File: src/rtl/eightbit_pkg.sv
// Shared encodings for the memory arbiter: FSM states, one-hot grants,
// the latched-request record and the store byte-merge helper.
package eightbit_pkg;

    localparam logic [1:0] ST_IDLE  = 2'd0;
    localparam logic [1:0] ST_ISSUE = 2'd1;
    localparam logic [1:0] ST_DATA  = 2'd2;
    localparam logic [1:0] ST_WRITE = 2'd3;

    localparam logic [1:0] GNT_NONE = 2'b00;
    localparam logic [1:0] GNT_IF   = 2'b01;
    localparam logic [1:0] GNT_D    = 2'b10;

    typedef struct packed {
        logic       is_d;
        logic       is_st;
        logic [7:0] wbyte;
    } req_t;

    // The stored byte lands in the most significant lane (big-endian byte at addr).
    function automatic logic [31:0] merge_hi_byte(input logic [7:0] b, input logic [23:0] tail);
        return {b, tail};
    endfunction

endpackage

File: src/rtl/mem_arb_grant.sv
// Tie-break between fetch and data requests. MEM_ARB_RR_EN selects round-robin
// with a last-grant flop; otherwise data always wins a tie.
module mem_arb_grant
    import eightbit_pkg::*;
(
`ifdef MEM_ARB_RR_EN
    input  logic       clk,
    input  logic       rst,
    input  logic       i_take,
`endif
    input  logic       i_if_req,
    input  logic       i_d_req,
    output logic [1:0] o_gnt
);

`ifdef MEM_ARB_RR_EN
    logic r_last_d;

    // Resets to "data" so the first tie goes to fetch.
    always_ff @(posedge clk) begin
        if (rst) begin
            r_last_d <= 1'b1;
        end else if (i_take && (o_gnt != GNT_NONE)) begin
            r_last_d <= (o_gnt == GNT_D);
        end
    end
`endif

    always_comb begin
        o_gnt = GNT_NONE;
        if (i_d_req && i_if_req) begin
`ifdef MEM_ARB_RR_EN
            o_gnt = r_last_d ? GNT_IF : GNT_D;
`else
            o_gnt = GNT_D;
`endif
        end else if (i_d_req) begin
            o_gnt = GNT_D;
        end else if (i_if_req) begin
            o_gnt = GNT_IF;
        end
    end

endmodule

File: src/rtl/mem_arbiter.sv
// Single-port memory arbiter merging instruction fetch and byte load/store onto a
// 32-bit registered memory port. Optional round-robin tie-break: MEM_ARB_RR_EN.
//
// state    | meaning
// ---------+------------------------------------------------------------
// ST_IDLE  | waiting; grant a requester and latch its fields
// ST_ISSUE | addr stable, memory samples it at end of cycle
// ST_DATA  | data_in valid; ack reads, or build merged word for a store
// ST_WRITE | we high, memory commits at end of cycle; store ack
module mem_arbiter
    import eightbit_pkg::*;
#(
    parameter int M_WIDTH = 32
) (
    input  logic               clk,
    input  logic               rst,
    input  logic               if_req,
    input  logic [M_WIDTH-1:0] if_addr,
    output logic               if_ack,
    output logic [31:0]        if_data,
    input  logic               d_req,
    input  logic               d_we,
    input  logic [M_WIDTH-1:0] d_addr,
    input  logic [7:0]         d_wdata,
    output logic               d_ack,
    output logic [7:0]         d_rdata,
    output logic [M_WIDTH-1:0] addr,
    output logic [31:0]        data_out,
    output logic               we,
    input  logic [31:0]        data_in
);

    logic [1:0]         r_state;
    logic [M_WIDTH-1:0] r_addr;
    logic [31:0]        r_data_out;
    logic               r_we;
    req_t               r_req;

    logic [1:0]         w_gnt;
    logic               w_data_phase;
    logic               w_rd_ack;

`ifdef MEM_ARB_RR_EN
    logic               w_idle;
    assign w_idle = (r_state == ST_IDLE);
`endif

    mem_arb_grant u_grant (
`ifdef MEM_ARB_RR_EN
        .clk      (clk),
        .rst      (rst),
        .i_take   (w_idle),
`endif
        .i_if_req (if_req),
        .i_d_req  (d_req),
        .o_gnt    (w_gnt)
    );

    always_ff @(posedge clk) begin
        if (rst) begin
            r_state    <= ST_IDLE;
            r_addr     <= '0;
            r_data_out <= '0;
            r_we       <= 1'b0;
            r_req      <= '0;
        end else begin
            case (r_state)
                ST_IDLE: begin
                    if (w_gnt != GNT_NONE) begin
                        r_state     <= ST_ISSUE;
                        r_addr      <= (w_gnt == GNT_D) ? d_addr : if_addr;
                        r_req.is_d  <= (w_gnt == GNT_D);
                        r_req.is_st <= (w_gnt == GNT_D) && d_we;
                        r_req.wbyte <= d_wdata;
                    end
                end
                ST_ISSUE: begin
                    r_state <= ST_DATA;
                end
                ST_DATA: begin
                    if (r_req.is_st) begin
                        r_data_out <= merge_hi_byte(r_req.wbyte, data_in[23:0]);
                        r_we       <= 1'b1;
                        r_state    <= ST_WRITE;
                    end else begin
                        r_state <= ST_IDLE;
                    end
                end
                ST_WRITE: begin
                    r_we    <= 1'b0;
                    r_state <= ST_IDLE;
                end
                default: begin
                    r_state <= ST_IDLE;
                end
            endcase
        end
    end

    // Acks are pure state decodes, suppressed while reset is asserted.
    assign w_data_phase = ~rst & (r_state == ST_DATA);
    assign if_ack       = w_data_phase & ~r_req.is_d;
    assign w_rd_ack     = w_data_phase & r_req.is_d & ~r_req.is_st;
    assign d_ack        = w_rd_ack | (~rst & (r_state == ST_WRITE));

    assign if_data  = if_ack   ? data_in        : '0;
    assign d_rdata  = w_rd_ack ? data_in[31:24] : '0;

    assign addr     = r_addr;
    assign data_out = r_data_out;
    assign we       = r_we;

endmodule

File: config.mk
export PLATFORM = sky130hd
export DESIGN_NAME = mem_arbiter
export DESIGN_NICKNAME = d
export VERILOG_FILES = /design/src/rtl/eightbit_pkg.sv /design/src/rtl/mem_arb_grant.sv /design/src/rtl/mem_arbiter.sv
export SDC_FILE = /design/constraint.sdc
export NUM_CORES = 1
export LEC_CHECK = 0
export ABC_AREA = 1
export CAP_MARGIN = 20
export CORE_AREA = 2 2 128 130
export CTS_CLUSTER_SIZE = 30
export DETAILED_ROUTE_END_ITERATION = 12
export DIE_AREA = 0 0 130 132
export PLACE_DENSITY = 0.68
export SLEW_MARGIN = 20
export SYNTH_ARGS = -nofsm -noshare
export SYNTH_HDL_FRONTEND = slang
export SYNTH_HIERARCHICAL = 1
export SYNTH_SLANG_ARGS = --single-unit
File: constraint.sdc
create_clock -name clk -period 1.2 [get_ports clk]
set_clock_uncertainty 0.2 [all_clocks]
set_input_delay 0.12 -clock clk [delete_from_list [all_inputs] [get_ports clk]]
set_output_delay 0.12 -clock clk [all_outputs]
set_load 0.01 [all_outputs]
==> qor.yml <==
sta:
  tightest_slew_ps: 508.2
  setup_ws_ps: -628.4
  post-route-min-period_ps: 1828
  fin_setup_tns_ps: -52010
  maxSlewViolCount: 0
  finalSetupViolCount: 119
  hold_violations: 0
  fmax_ghz: 0.5469
  rsz0062_at_grt: "yes"
  post-route-period-util_pct: 152.4
  slew_headroom_pct: 66.12
floorplanning:
  core-area_sq_um: 15710
  die_area_sq_um: 17160
  die_h_microns: 132
  row_count: 46
  pin_count: 216
  start_util_pct: 24.56
  die_width_microns: 130
clock_network:
  cts.sinks: 77
  cts.clk_slew.worst_paths_ps: 60
  ctsRootBufferMaster: "clkbuf_16"
  cts_buffers: 9
  clk_latency_ps: 340
  h-tree-depth: 3
  clockBufferDepth: 2
  cts_tree: "yes"
global_route:
  grt_pass1_vias: 4462
  track_usage_pct: 17.18
  grt_max_degree: 40
  gr-total-overflow: 0
  grt_pass1_wl_mm: 23.05
  antenna_found_initial: 0
setup_path:
  cp_max_fo: 5
  cp.arrival_ps: 1510
  crit_buf_inv: 4
  critPathLaunchType: "flop"
  endpoint_kind: "output pin"
  slowest_delay_ps: 350
  slowest_stage: "dfxtp_2"
  crit_family: "buffers and inverters"
  worstSetupPathType: "reg2out"
  critPathRequiredTime_ps: 880
  path_cells: "inv_4, nor3_4, buf_4, nand2_4, buf_6, nor2_2, buf_2"
routing:
  drtIter0Drc: 106
  drt_pass1_iterations: 4
  dr_total_vias: 4649
  wirelength_mm: 14.58
  viasPerCell: 4.132
  drc: 0
  drtAntennaViolNets: 0
  avgRoutedWirePerCell_microns: 12.96
placement:
  placedCellCount: 1077
  gp_congestion: 0.7980
  dp_hpwl_mm: 9.578
  io_buffers: 215
  preCtsSetupSlack_ps: -579.5
yosys:
  synth_area_sq_um: 3859
  synth_nets: 741
  avgSynthCellArea_sq_um: 6.106
  ys_seq_area_share_pct: 39.95
  synth_seq_cells: 77
  yosysUniqueCellTypes: 18
  yosys.area.top_type_share_pct: 39.95
  synth_top_cell_by_area: "dfxtp_1"
  yosys_warnings: 6
  synth_cells: 632
  ys_top_cells_by_area: "dfxtp_1 40%, nand2_1 17%, nor2_1 15%, inv_1 9.9%, nand4_1 5.2%"
final_layout:
  syn_to_final_growth_pct: 93.19
  nets: 1013
  nFillCells: 1650
  mostFrequentLayoutCell: "nor2_1"
  layout-drive-gt1-share_pct: 40.70
  fin_cells: 1125
  finish.utilization_pct: 47.44
  num_antenna_cells: 0
  final_cell_mix: "113 x nor2_1, 107 x clkdlybuf4s50_1, 101 x inv_1"
worst_hold_path:
  min_path_type: "in2reg"
power:
  p_leak_nw: 3.705
  ir_drop_mv: 0.7720
  pwr_density_cell_nw_per_um2: 1070
status:
  outcome: "finished with violations"
  violations: "negative setup slack"
run:
  drv_cap: 0
[final timing paths]
kind,slack (ps),end,cells after the start,from
hold reg to reg,260,data_out[5],2,data_out[5]
setup / recovery,-630,d_rdata[4],7,r_state[1]
setup reg to reg,-440,data_out[24],6,r_req[8]
hold / removal,180,we,3,rst
[power breakdown]
part | switching [mW] | internal [mW] | leakage [nW]
Sequential | 0.0850 | 2.73 | 0.639
Clock | 1.15 | 1.88 | 0.158
Combinational | 1.05 | 1.09 | 2.91
Total | 2.28 | 5.69 | 3.71
[worst min-delay path, cell delays in order]
cell and delay, ps:
buf_2 130, buf_4 290, a21oi_2 150
[state kept, by name (all words and copies together) (netlist names)]
| name | count |
|---|---|
| we | 1 |
| data_out | 32 |
| addr | 32 |
| r_state | 2 |
| r_req | 10 |
[synth_stat cells]
master / number
nor2_4: 2
nand4_1: 32
nor3_2: 1
a21oi_1: 37
nand3_1: 1
buf_2: 14
nand2_1: 170
nand3_2: 1
nor2_1: 156
nand2_2: 2
o21ai_0: 9
clkbuf_1: 16
buf_6: 4
buf_1: 2
inv_1: 102
buf_4: 4
inv_2: 2
dfxtp_1: 77
[logic make-up (layout without fill, tap and decap cells)]
logic type,Yosys count,in the layout,share of synthesized area (%)
AND/OR/NAND/NOR,365,365,38.46
flip-flops,77,77,39.95
buffers and inverters,144,421,15.63
AO/OA/AOI/OAI,46,46,5.966
[layer usage]
layer / part of all wire, % / vias to the layer above / GRT usage (%)
met5: 0 / - / 0
met4: 1.6 / 0 / 5.795
met3: 7.6 / 13 / 4.789
met2: 48 / 153 / 30.19
met1: 43 / 2054 / 19.85
li1: - / 2429 / -
[stage by stage]
stage	power, mW	instance area (sq um)	hold slack, ps
floorplan	3.696	4040	65.52
global placement	4.650	6683	247.4
detailed placement	4.658	6683	250.4
CTS	8.130	7473	168.9
global route	8.378	7455	199.6
finish	7.976	7455	182.4
[final cells by class]
| type | instances | area [sq um] | area share (%) |
|---|---|---|---|
| Timing Repair Buffer | 301 | 2686 | 36.04 |
| Multi-Input combinational cell | 411 | 2211 | 29.66 |
| Sequential cell | 77 | 1567 | 21.01 |
| Inverter | 104 | 395.4 | 5.304 |
| Tap cell | 216 | 270.3 | 3.625 |
| Clock buffer | 10 | 239.0 | 3.206 |
| Clock inverter | 6 | 86.33 | 1.158 |
[timing repair]
item	CTS	global route
gates cloned	11	0
hold buffers	0	0
setup endpoints to repair	184	121
resized for setup	570	52
setup buffers	24	6
pin swaps	42	20
(Power assumes the default switching activity.)
